### src/rtl/iter_shifter.sv
// Multi-cycle shifter: shifts a latched operand STEP bits per cycle (SLL/SRL/SRA).
// Optional macro ITER_SHIFTER_ROR_EN makes Shiftop 10 a rotate-right instead of a zero result.
module iter_shifter #(
  parameter int unsigned DATA_WIDTH = 32,
  parameter int unsigned SHAMT_W    = 5,
  parameter int unsigned STEP       = 1
) (
  input  logic                  clk,
  input  logic                  resetn,
  input  logic                  in_valid,
  output logic                  in_ready,
  input  logic [DATA_WIDTH-1:0] A,
  input  logic [DATA_WIDTH-1:0] B,
  input  logic [1:0]            Shiftop,
  output logic                  out_valid,
  input  logic                  out_ready,
  output logic [DATA_WIDTH-1:0] Result,
  output logic                  busy
);

  // One extra bit so that STEP == DATA_WIDTH is representable
  localparam int unsigned CNT_W = SHAMT_W + 1;

  localparam logic [1:0] OP_SLL = 2'b00;
  localparam logic [1:0] OP_SRL = 2'b01;
  localparam logic [1:0] OP_ROR = 2'b10;
  localparam logic [1:0] OP_SRA = 2'b11;

  typedef enum logic [1:0] {
    ST_IDLE  = 2'd0,
    ST_SHIFT = 2'd1,
    ST_DONE  = 2'd2
  } state_t;

  state_t                state;
  logic [DATA_WIDTH-1:0] data;
  logic [SHAMT_W-1:0]    rem;
  logic [1:0]            op;

  logic [SHAMT_W-1:0]    amt;
  logic [DATA_WIDTH-1:0] load_data;
  logic [CNT_W-1:0]      step_amt;
  logic [SHAMT_W-1:0]    rem_next;
  logic [DATA_WIDTH-1:0] shifted;
  logic                  unused_b_hi;

  assign amt         = B[SHAMT_W-1:0];
  assign unused_b_hi = ^B[DATA_WIDTH-1:SHAMT_W];

  // Value latched at accept; the reserved op without rotate support collapses to zero
  always_comb begin
    load_data = A;
`ifndef ITER_SHIFTER_ROR_EN
    if (Shiftop == OP_ROR) begin
      load_data = '0;
    end
`endif
  end

  // Bits moved this cycle: min(rem, STEP)
  always_comb begin
    step_amt = CNT_W'(STEP);
    if ({1'b0, rem} < CNT_W'(STEP)) begin
      step_amt = {1'b0, rem};
    end
    rem_next = rem - SHAMT_W'(step_amt);
  end

  // Single-step shift; SRA keeps the sign since the MSB never changes under >>>
  always_comb begin
    shifted = '0;
    case (op)
      OP_SLL:  shifted = data << step_amt;
      OP_SRL:  shifted = data >> step_amt;
      OP_SRA:  shifted = $unsigned($signed(data) >>> step_amt);
`ifdef ITER_SHIFTER_ROR_EN
      OP_ROR:  shifted = (data >> step_amt) | (data << (CNT_W'(DATA_WIDTH) - step_amt));
`endif
      default: shifted = '0;
    endcase
  end

  // Control FSM with registered handshake outputs
  always_ff @(posedge clk) begin
    if (!resetn) begin
      state     <= ST_IDLE;
      data      <= '0;
      rem       <= '0;
      op        <= '0;
      Result    <= '0;
      in_ready  <= 1'b1;
      out_valid <= 1'b0;
      busy      <= 1'b0;
    end else begin
      case (state)
        ST_IDLE: begin
          if (in_valid) begin
            op       <= Shiftop;
            rem      <= amt;
            data     <= load_data;
            in_ready <= 1'b0;
            busy     <= 1'b1;
            if (amt == '0) begin
              Result    <= load_data;
              out_valid <= 1'b1;
              state     <= ST_DONE;
            end else begin
              state <= ST_SHIFT;
            end
          end
        end
        ST_SHIFT: begin
          data <= shifted;
          rem  <= rem_next;
          if (rem_next == '0) begin
            Result    <= shifted;
            out_valid <= 1'b1;
            state     <= ST_DONE;
          end
        end
        ST_DONE: begin
          if (out_ready) begin
            out_valid <= 1'b0;
            in_ready  <= 1'b1;
            busy      <= 1'b0;
            state     <= ST_IDLE;
          end
        end
        default: begin
          state     <= ST_IDLE;
          in_ready  <= 1'b1;
          out_valid <= 1'b0;
          busy      <= 1'b0;
        end
      endcase
    end
  end

endmodule

### config.mk
export PLATFORM = sky130hd
export DESIGN_NAME = iter_shifter
export DESIGN_NICKNAME = d
export VERILOG_FILES = /design/src/rtl/iter_shifter.sv
export SDC_FILE = /design/constraint.sdc
export NUM_CORES = 1
export LEC_CHECK = 0
export ABC_AREA = 0
export BUFFER_PORTS_ARGS = -buffer_cell sky130_fd_sc_hd__buf_2
export CAP_MARGIN = 30
export CORE_UTILIZATION = 55
export CTS_BUF_LIST = sky130_fd_sc_hd__clkbuf_4
export DETAILED_ROUTE_END_ITERATION = 16
export PLACE_DENSITY = 0.9
export SLEW_MARGIN = 5
export SYNTH_ARGS = -nofsm -noshare
export SYNTH_HDL_FRONTEND = slang
export SYNTH_SLANG_ARGS = --single-unit
### constraint.sdc
create_clock -name clk -period 4.2 [get_ports clk]
set_clock_uncertainty 0.05 [all_clocks]
set_input_delay 0.84 -clock clk [delete_from_list [all_inputs] [get_ports clk]]
set_output_delay 0.84 -clock clk [all_outputs]
set_load 0.01 [all_outputs]
== Word-level counts from Yosys, hierarchy flattened ==
Cells that the tools add are included.
Word-level totals
  register bits after elaboration: 76
  input port bits: 70
  word-level logic and storage cells: 60
Cells by class
  $add $sub $neg: 1
  magnitude comparators: 1
  equal/unequal tests: 9
  shift operators: 3
  muxes and demuxes: 26
  bitwise gates (word level): 1
  reductions and logical operators: 11
Operators by type and width (number)
  32-bit 2-to-1 mux: 5
  32-bit one-hot mux with 2 select lines: 2
  32-bit one-hot mux with 3 select lines: 1
  32-bit by 6-bit left shift with 32-bit output: 1
  32-bit by 6-bit >> shifter with 32-bit output: 1
  32-bit by 6-bit >>> shifter with 32-bit output: 1
  5-bit zero test: 2
  5-bit 2-to-1 mux: 2
  5-bit one-hot mux with 2 select lines: 1
  1-bit one-hot mux with 3 select lines: 3
  2-bit 2-to-1 mux: 4
  2-bit != test (second input constant): 4
  4-bit AND reduction: 2
  1-bit 2-to-1 mux: 7
  2-bit == test (second input constant): 3
  2-bit one-hot mux with 3 select lines: 1
  3-bit AND reduction: 2
  5-bit by 1-bit < comparator with 1-bit output (second input constant): 1
  5-bit subtractor: 1
  2-bit by 1-bit == test with 1-bit output (second input constant): 2
  2-bit zero test: 2
  2-bit AND reduction: 2
  2-bit nonzero test: 1
  1-bit NOT: 1

== Logic depth before layout (Yosys ltp) ==
Gate-level depths: netlist of the first run.
  depth in word-level cells: 6
  gate-level depth with buffers: 11

== Worst setup path after synthesis of the first run ==
OpenSTA, ideal clock, no wires.
  path kind: register -> register
  start: reg rem[1]
  end: reg Result[17]
  library setup time: 0.136 ns
  arrival time: 2.382 ns
  required time: 4.014 ns
  slack: 1.631 ns
  stages on the path, launching flop included: 12
  path buffers: 4
  clock period less this slack: 2.569 ns
  cell sequence: dfxtp_1 buf_6 or4_4 buf_6 nand2_1 ha_1 nand4bb_1 nor3_2 or2_2 clkbuf_1 buf_2 a311oi_2
Between the ends
  word-level cells in the longest chain between the ends: 6
  elaborated cells between the ends (all ways): 12
  classes of those cells: add/sub: 1; order compare: 1; eq/ne: 1; shift: 3; mux: 4; reduce/logical: 2
Ends and longest elaborated chain
  from (decl): line 37  | logic [SHAMT_W-1:0] rem;
  from (signal assigned): line 99  | rem <= amt;
  from (signal assigned): line 114  | rem <= rem_next;
  5-bit by 1-bit < comparator with 1-bit output: line 63  | if ({1'b0, rem} < CNT_W'(STEP)) begin
  5-bit 2-to-1 mux: line 63
  32-bit by 6-bit >>> shifter with 32-bit output (tied with other cells): line 75  | OP_SRA: shifted = $unsigned($signed(data) >>> step_amt);
  32-bit one-hot mux with 3 select lines or 5-bit zero test (tied branches): line 72, 115
  32-bit 2-to-1 mux or 2-bit != test (tied branches)
  32-bit one-hot mux with 2 select lines or 4-bit AND reduction (tied branches)
  to (signal assigned): line 104  | Result <= load_data;
  to (signal assigned): line 116  | Result <= shifted;
  to (decl): line 17  | output logic [DATA_WIDTH-1:0] Result,
Parallel ways exist; a longest one is shown, timed or not. The select of a mux whose other input is x is not followed.
A chain may end at the register's enable or synchronous reset.

== Worst setup path in the final report of the first run ==
  start: reg rem[0]
  end: reg Result[2]
Same word-level chain as after synthesis.

==> results of run 1 <==
power by group:
group	leakage, nW	total (mW)	internal, mW	switching [mW]
logic	1.08	0.662	0.266	0.397
registers	0.625	0.929	0.820	0.109
clock network	0.0919	0.570	0.299	0.271
total	1.79	2.16	1.38	0.777
registers in the layout, summed over array words and instances (netlist names):
name       count
out_valid      1
busy           1
in_ready       1
rem            5
state          2
Result        32
op             2
data          32
synth_stat cells (2+ instances only):
library cell,n
a22oi_1,24
a31oi_1,29
a32oi_1,25
inv_1,5
o221ai_1,3
nand2_1,61
clkbuf_1,36
nor2_2,2
buf_2,7
and2b_2,2
or3_2,2
a21o_2,2
a311oi_2,5
a21oi_1,15
dfxtp_1,76
buf_6,4
a21o_1,2
nor4_1,3
o31ai_1,3
nor3b_1,4
clkbuf_8,7
nor2b_1,3
o21ai_0,40
a311oi_1,26
nor3_1,34
nor2_1,14
a221oi_1,2
o211ai_1,4
or3b_2,24
a22o_1,3
worst max-delay path, stage by stage (launching register included):
cell and delay [ns]:
dfxtp_1 0.74, inv_1 0.10, buf_4 0.27, nand2_1 0.11, ha_1 0.23, nand4bb_1 0.21
nor3_4 0.22, or2_2 0.62, a311oi_1 0.21
layer usage:
metal | up-vias | GRT usage [%] | part of all wire [%]
li1 | 2000 | - | -
met1 | 1996 | 35.8 | 41
met2 | 222 | 45.8 | 47
met3 | 34 | 6.26 | 8.6
met4 | 0 | 14.5 | 2.8
met5 | - | 0 | 0
area by class of cell:
class	instances	area, µm²
clock buffers	9	67.6
clock inverters	7	115
fillers	649	2710
inverters	5	18.8
multi-input cells	356	2350
flip-flops and latches	76	1520
well taps	99	124
repair buffers	86	460
logic make-up after synthesis:
kind of cell | synth area share [%]
AOI/OAI and AO/OA | 33.3
and+or+nand+nor | 21.1
DFF | 35.9
buffers and inverters | 9.03
xor gates and xnor gates | 0.207
muxes | 0.236
adders and majority gates | 0.295
stage by stage:
stage	cells	hold slack [ns]	utilization [%]	power [mW]
final	638	0.420	63.2	2.16
after global routing	638	0.454	63.2	2.28
after CTS	638	0.422	63.2	2.15
after detailed placement	622	0.405	60.7	1.59
after global placement	621	0.395	60.5	1.55
after floorplan	494	0.431	-	1.45
final timing paths:
| kind | end | slack [ns] | cells past startpoint |
|---|---|---|---|
| max reg2reg | Result[2] | 1.29 | 8 |
| max | Result[2] | 1.29 | 8 |
| min | out_valid | 0.42 | 2 |
| min reg2reg | out_valid | 0.42 | 2 |
==> flow_metrics.py, run 1 <==
metrics = {
    "placement": {
        "dpl_worst_slack_ns": 1.18,
        "placed_area_mm2": 0.00447,
        "numPortBuffers": 77,
        "hpwl_um": 7010,
        "gp_congestion": 0.842,
    },
    "sta": {
        "worst_slack_ns": 1.29,
        "rsz0062_at_grt": "false",
        "max_freq_mhz": 344,
        "max-slew-margin-rel_pct": 36.6,
        "fin_setup_tns_ns": 0,
        "report.final.setup_viol": 0,
        "hold_viol_final": 0,
        "min_period_ns": 2.91,
        "finalCritPeriodShare_pct": 69.2,
        "worstMarginPinSlew_ns": 0.950,
        "maxSlewViolCount": 0,
    },
    "clock_network": {
        "cts_resized": 0,
        "numCtsBuffers": 9,
        "cts_root_buf": "clkbuf_4",
        "clockBufferDepth": 2,
        "cts.sinks": 76,
        "clock_latency_ns": 0.44,
        "clkTransAtPathRegs_ns": 0.13,
        "cts-htree-levels": 3,
        "post_cts_buffers": 0,
        "cts_tree": "built",
        "ctsHoldBuffers": 0,
    },
    "yosys": {
        "syn_area_mm2": 0.00424,
        "synth_top_area_share_pct": 35.9,
        "ys_types": 57,
        "ys_ff_latch": 76,
        "yosys_warnings": 0,
        "synth_area_leader_cell": "dfxtp_1",
        "syn_inst": 494,
        "ys.flop_type": "dfxtp_1",
        "synth_area_leaders": "dfxtp_1 36%, nand2_1 5.4%, a311oi_1 5.4%",
        "synth_nets": 565,
        "synth_seq_area_share_pct": 35.9,
        "async_reset_ff_share_pct": 0,
        "syn_avg_cell_area_um2": 8.58,
        "synth_edf_count": 0,
    },
    "job": {
        "drv_cap": 0,
    },
    "floorplanning": {
        "fp.dieW_um": 89.8,
        "rows": 31,
        "core-area_mm2": 0.00737,
        "ios": 105,
        "start_util_pct": 57.5,
        "die_area_mm2": 0.00806,
        "dieHeight_um": 89.8,
    },
    "setup_path": {
        "crit_path_start": "rem[0]",
        "worstPathArrival_ns": 3.16,
        "r2r-start": "rem[0]",
        "required_ns": 4.45,
        "start_kind": "flop",
        "critPathMaxFanout": 32,
        "path_class": "reg -> reg",
        "cp-end-kind": "flop",
    },
    "routing": {
        "wl_per_cell_um": 17.7,
        "initialDrtViolationCount": 438,
        "vias": 4252,
        "drt-total-wl_um": 11300,
        "vias_per_cell": 6.66,
        "dr.pass1.iters": 5,
        "ant_nets": 0,
        "drc": 0,
    },
    "cells_and_area": {
        "layout_commonest_cell": "buf_2",
        "area_delta_synth_final_pct": 9.83,
        "diodes": 0,
        "most-common-layout-cells": "77 x buf_2, 76 x dfxtp_1, 61 x nand2_1",
        "stdcell_area_mm2": 0.00466,
        "fin_nets": 605,
        "drive_gt1_share_pct": 27.6,
    },
    "worst_hold_path": {
        "min_from": "out_valid",
        "hp-class": "reg -> reg",
    },
    "pwr": {
        "p_leak_nw": 1.79,
        "peakVddDrop_v": 0.000224,
        "powerDensity_mw_per_mm2": 464,
    },
    "grt": {
        "grt-ovfl-total": 0,
        "grt_pass1_vias": 4048,
        "grt_use_total_pct": 28.4,
        "antenna_found_initial": 0,
        "grt_pass1_wl_um": 19000,
        "grt_max_degree": 46,
    },
    "status": {
        "status": "finished, final reports clean",
    },
}
Note: power is estimated with default switching activity, not from simulation.
==> run 2: changes to the inputs <==
- clock period: 4.2 -> 2.9 ns (I/O delays scaled with it)
==> flow_metrics.py, run 2 (same netlist as run 1, synthesis figures left out) <==
metrics = {
    "grt": {
        "grt_pass1_vias": 4030,
        "grt-ovfl-total": 0,
        "grt_max_degree": 60,
        "grtUsageMet3_pct": 5.50,
        "grt_use_total_pct": 29.1,
        "grt.busiest_layer": "met2",
        "met2_usage_pct": 48.0,
        "grt_pass1_wl_um": 19200,
        "antenna_found_initial": 0,
        "grt_use_met1_pct": 36.5,
    },
    "sta": {
        "worstMarginPinSlew_ns": 0.656,
        "rsz0062_at_grt": "false",
        "max_freq_mhz": 368,
        "finalCritPeriodShare_pct": 93.8,
        "maxSlewViolCount": 0,
        "report.final.setup_viol": 0,
        "hold_viol_final": 0,
        "worst_slack_ns": 0.180,
        "fin_setup_tns_ns": 0,
        "min_period_ns": 2.72,
        "max-slew-margin-rel_pct": 56.3,
    },
    "clock_network": {
        "ctsHoldBuffers": 0,
        "numCtsBuffers": 9,
        "cts.sinks": 76,
        "cts_root_buf": "clkbuf_4",
        "cts-htree-levels": 3,
        "cts_tree": "built",
        "clock_latency_ns": 0.43,
        "clkTransAtPathRegs_ns": 0.12,
        "clockBufferDepth": 2,
        "cts_resized": 0,
        "post_cts_buffers": 0,
    },
    "cells_and_area": {
        "layout_commonest_cell": "buf_2",
        "diodes": 0,
        "fin_nets": 616,
        "stdcell_area_mm2": 0.00472,
        "area_delta_synth_final_pct": 11.3,
        "fillCellCount": 640,
        "most-common-layout-cells": "77 x buf_2, 76 x dfxtp_1, 61 x nand2_1",
        "reg_top3": "Result (32), data (32), rem (5)",
        "drive_gt1_share_pct": 29.1,
    },
    "placement": {
        "gp_congestion": 0.860,
        "numPortBuffers": 77,
        "hpwl_um": 7480,
        "dpl_worst_slack_ns": 0.262,
        "placed_area_mm2": 0.00456,
    },
    "worst_hold_path": {
        "hp-class": "in -> reg",
    },
    "setup_path": {
        "start_kind": "flop",
        "worstPathArrival_ns": 3.00,
        "path_class": "reg -> reg",
        "critPathMaxFanout": 21,
        "cp-end-kind": "flop",
        "required_ns": 3.18,
    },
    "floorplanning": {
        "ios": 105,
        "core-area_mm2": 0.00737,
        "dieHeight_um": 89.8,
        "rows": 31,
        "start_util_pct": 57.5,
        "fp.dieW_um": 89.8,
        "die_area_mm2": 0.00806,
    },
    "routing": {
        "dr.pass1.iters": 5,
        "drt-total-wl_um": 11500,
        "initialDrtViolationCount": 462,
        "ant_nets": 0,
        "vias_per_cell": 6.68,
        "vias": 4336,
        "drc": 0,
        "wl_per_cell_um": 17.7,
    },
    "pwr": {
        "powerDensity_mw_per_mm2": 652,
        "peakVddDrop_v": 0.000367,
        "p_leak_nw": 1.84,
    },
    "status": {
        "status": "finished, final reports clean",
    },
    "job": {
        "drv_cap": 0,
    },
}
-- run 2: layout make-up --
class	instances	area (µm²)	share of cell area, %
clock buffers	10	75.1	1.59
clock inverters	6	88.8	1.88
inverters	5	18.8	0.398
multi-input cells	356	2350	49.8
flip-flops and latches	76	1520	32.2
well taps	99	124	2.62
repair buffers	97	543	11.5
-- run 2: report_power, final --
part	leakage, nW	internal [mW]	total [mW]	switching (mW)
clock	0.0826	0.359	0.740	0.381
sequential	0.625	1.19	1.32	0.134
combinational	1.13	0.408	1.02	0.608
-- run 2: path summary, 6_finish.rpt --
kind | startpoint | to | slack (ns) | depth (start not counted)
setup / recovery | rem[4] | Result[19] | 0.18 | 8
hold / removal | Shiftop[0] | op[0] | 0.36 | 3
setup reg to reg | rem[4] | Result[19] | 0.18 | 8
hold reg to reg | out_valid | out_valid | 0.42 | 2
-- run 2: per-stage QoR --
| step | instances | power, mW | util [%] | hold slack (ns) |
|---|---|---|---|---|
| 2_1_floorplan | 494 | 2.10 | - | 0.431 |
| 3_3_place_gp | 632 | 2.28 | 61.6 | 0.397 |
| 3_5_place_dp | 633 | 2.34 | 61.8 | 0.405 |
| 4_1_cts | 649 | 3.07 | 64.1 | 0.352 |
| 5_1_grt | 649 | 3.26 | 64.1 | 0.362 |
| 6_report | 649 | 3.08 | 64.1 | 0.359 |
-- run 2: critical path, stage by stage (launching register included) --
cell       delay [ns]
dfxtp_1          0.43
or4_4            0.66
nand2_1          0.12
ha_1             0.22
nand4bb_1        0.20
nor3_4           0.24
buf_4            0.30
nor3_1           0.09
a311oi_1         0.29
-- run 2: layer usage --
metal	share of wire, %	vias to the layer above
li1	-	2019
met1	40	2050
met2	49	230
met3	8.7	37
met4	2.7	0
met5	0	-
==> run 3: changes to the inputs <==
--- a/config.mk
+++ b/config.mk
@@ -13,3 +13,3 @@
 export DETAILED_ROUTE_END_ITERATION = 16
-export PLACE_DENSITY = 0.9
+export PLACE_DENSITY = 0.92
 export SLEW_MARGIN = 5
==> constraint.sdc (replaced) <==
create_clock -name clk -period 2.9 [get_ports clk]
set_clock_uncertainty 0.05 [all_clocks]
set_input_delay 0.29 -clock clk [delete_from_list [all_inputs] [get_ports clk]]
set_output_delay 0.29 -clock clk [all_outputs]
set_load 0.01 [all_outputs]
==> flow_metrics.py, run 3 (same netlist as run 1, synthesis figures left out) <==
metrics = {
    "routing": {
        "wl_met1_um": 4730,
        "vias": 4226,
        "drt-total-wl_um": 10900,
        "ant_nets": 0,
        "initialDrtViolationCount": 340,
        "top_layer": "met4",
        "dr.pass1.iters": 5,
        "wl_per_cell_um": 16.9,
        "routed-wl-met3_um": 710,
        "wl_met2_um": 5240,
        "drc": 0,
        "vias_per_cell": 6.52,
    },
    "setup_path": {
        "path_class": "reg -> reg",
        "critPathMaxFanout": 21,
        "required_ns": 3.18,
        "cp-end-kind": "flop",
        "crit_path_start": "rem[4]",
        "worstPathArrival_ns": 2.96,
        "r2r-start": "rem[4]",
        "start_kind": "flop",
    },
    "grt": {
        "grt_pass1_vias": 3995,
        "grt-ovfl-total": 0,
        "antenna_found_initial": 0,
        "grt_use_total_pct": 27.5,
        "grt_max_degree": 60,
        "grt_pass1_wl_um": 18400,
    },
    "pwr": {
        "powerDensity_mw_per_mm2": 660,
        "internal_power_mw": 2.03,
        "p_sw_share_pct": 35.2,
        "power.total_mw": 3.13,
        "clockPowerShare_pct": 25.5,
        "p_switching_mw": 1.10,
        "pwr-share-seq_pct": 42.0,
        "peakVddDrop_v": 0.000378,
        "p_comb_share_pct": 32.5,
        "p_leak_nw": 1.85,
    },
    "floorplanning": {
        "rows": 31,
        "core-area_mm2": 0.00737,
        "ios": 105,
        "fp.dieW_um": 89.8,
        "die_area_mm2": 0.00806,
        "start_util_pct": 57.5,
        "dieHeight_um": 89.8,
    },
    "sta": {
        "hold_slack_ns": 0.0740,
        "rsz0062_at_grt": "false",
        "min_period_ns": 2.67,
        "finalCritPeriodShare_pct": 92.2,
        "report.final.setup_viol": 0,
        "fin_setup_tns_ns": 0,
        "worstMarginPinSlew_ns": 0.671,
        "maxSlewViolCount": 0,
        "max_freq_mhz": 374,
        "hold_viol_final": 0,
        "max-slew-margin-rel_pct": 55.3,
    },
    "clock_network": {
        "post_cts_buffers": 0,
        "cts_resized": 0,
        "clockBufferDepth": 2,
        "ctsHoldBuffers": 0,
        "clkTransAtPathRegs_ns": 0.12,
        "cts_root_buf": "clkbuf_4",
        "cts.sinks": 76,
        "cts-htree-levels": 3,
        "numCtsBuffers": 9,
        "cts_tree": "built",
        "clock_latency_ns": 0.43,
    },
    "cells_and_area": {
        "reg_top3": "Result (32), data (32), rem (5)",
        "fillCellCount": 633,
        "stdcell_count": 648,
        "layout_commonest_cell": "buf_2",
        "stdcell_area_mm2": 0.00474,
        "area_delta_synth_final_pct": 11.8,
        "drive_gt1_share_pct": 28.8,
        "most-common-layout-cells": "77 x buf_2, 76 x dfxtp_1, 61 x nand2_1",
        "fin_nets": 616,
        "diodes": 0,
    },
    "status": {
        "status": "finished, final reports clean",
    },
    "placement": {
        "gp_congestion": 0.834,
        "numPortBuffers": 77,
        "placed_area_mm2": 0.00457,
        "placedCellCount": 633,
        "hpwl_um": 7190,
    },
    "worst_hold_path": {
        "min_from": "Shiftop[1]",
        "hp-class": "in -> reg",
    },
    "job": {
        "drv_cap": 0,
    },
}
run 3: metal layers:
metal,up-vias,track usage [%]
met3,24,3.81
met1,1980,34.3
met4,0,14.6
met5,-,0
li1,2018,-
met2,204,46.0
run 3: layout make-up:
type	count	area [µm²]	share of cell area, %
Clock inverter	6	104	2.19
Timing Repair Buffer	97	556	11.7
Inverter	5	18.8	0.396
Clock buffer	9	67.6	1.43
Tap cell	99	124	2.61
Sequential cell	76	1520	32.1
Multi-Input combinational cell	356	2350	49.6
run 3: metrics by stage:
step / utilization, % / setup slack [ns]
4_1_cts: 64.3 / 0.253
6_report: 64.3 / 0.227
3_3_place_gp: 61.8 / 0.394
3_5_place_dp: 62.0 / 0.281
5_1_grt: 64.3 / 0.0383
2_1_floorplan: - / 0.331
run 3: critical path: stages (launching register included):
cell,delay (ns)
dfxtp_1,0.42
or4_4,0.66
nand2_1,0.11
ha_1,0.22
nand4bb_1,0.22
nor3_4,0.26
buf_4,0.30
nor3_1,0.07
a311oi_1,0.26
run 3: worst paths after layout:
kind	cells past startpoint	end	slack [ns]
worst max-delay path	8	Result[23]	0.23
worst min-delay path	3	op[1]	0.07
worst max register to register	8	Result[23]	0.23
worst min register to register	2	out_valid	0.41
run 3: power by group through the flow:
stage | Combinational (mW) | Clock [mW] | Sequential (mW)
floorplan | 0.770 | 0 | 1.33
global placement | 0.959 | 0 | 1.32
detailed placement | 1.00 | 0 | 1.33
CTS | 1.01 | 0.804 | 1.31
global route | 1.11 | 0.851 | 1.34
finish | 1.02 | 0.797 | 1.32
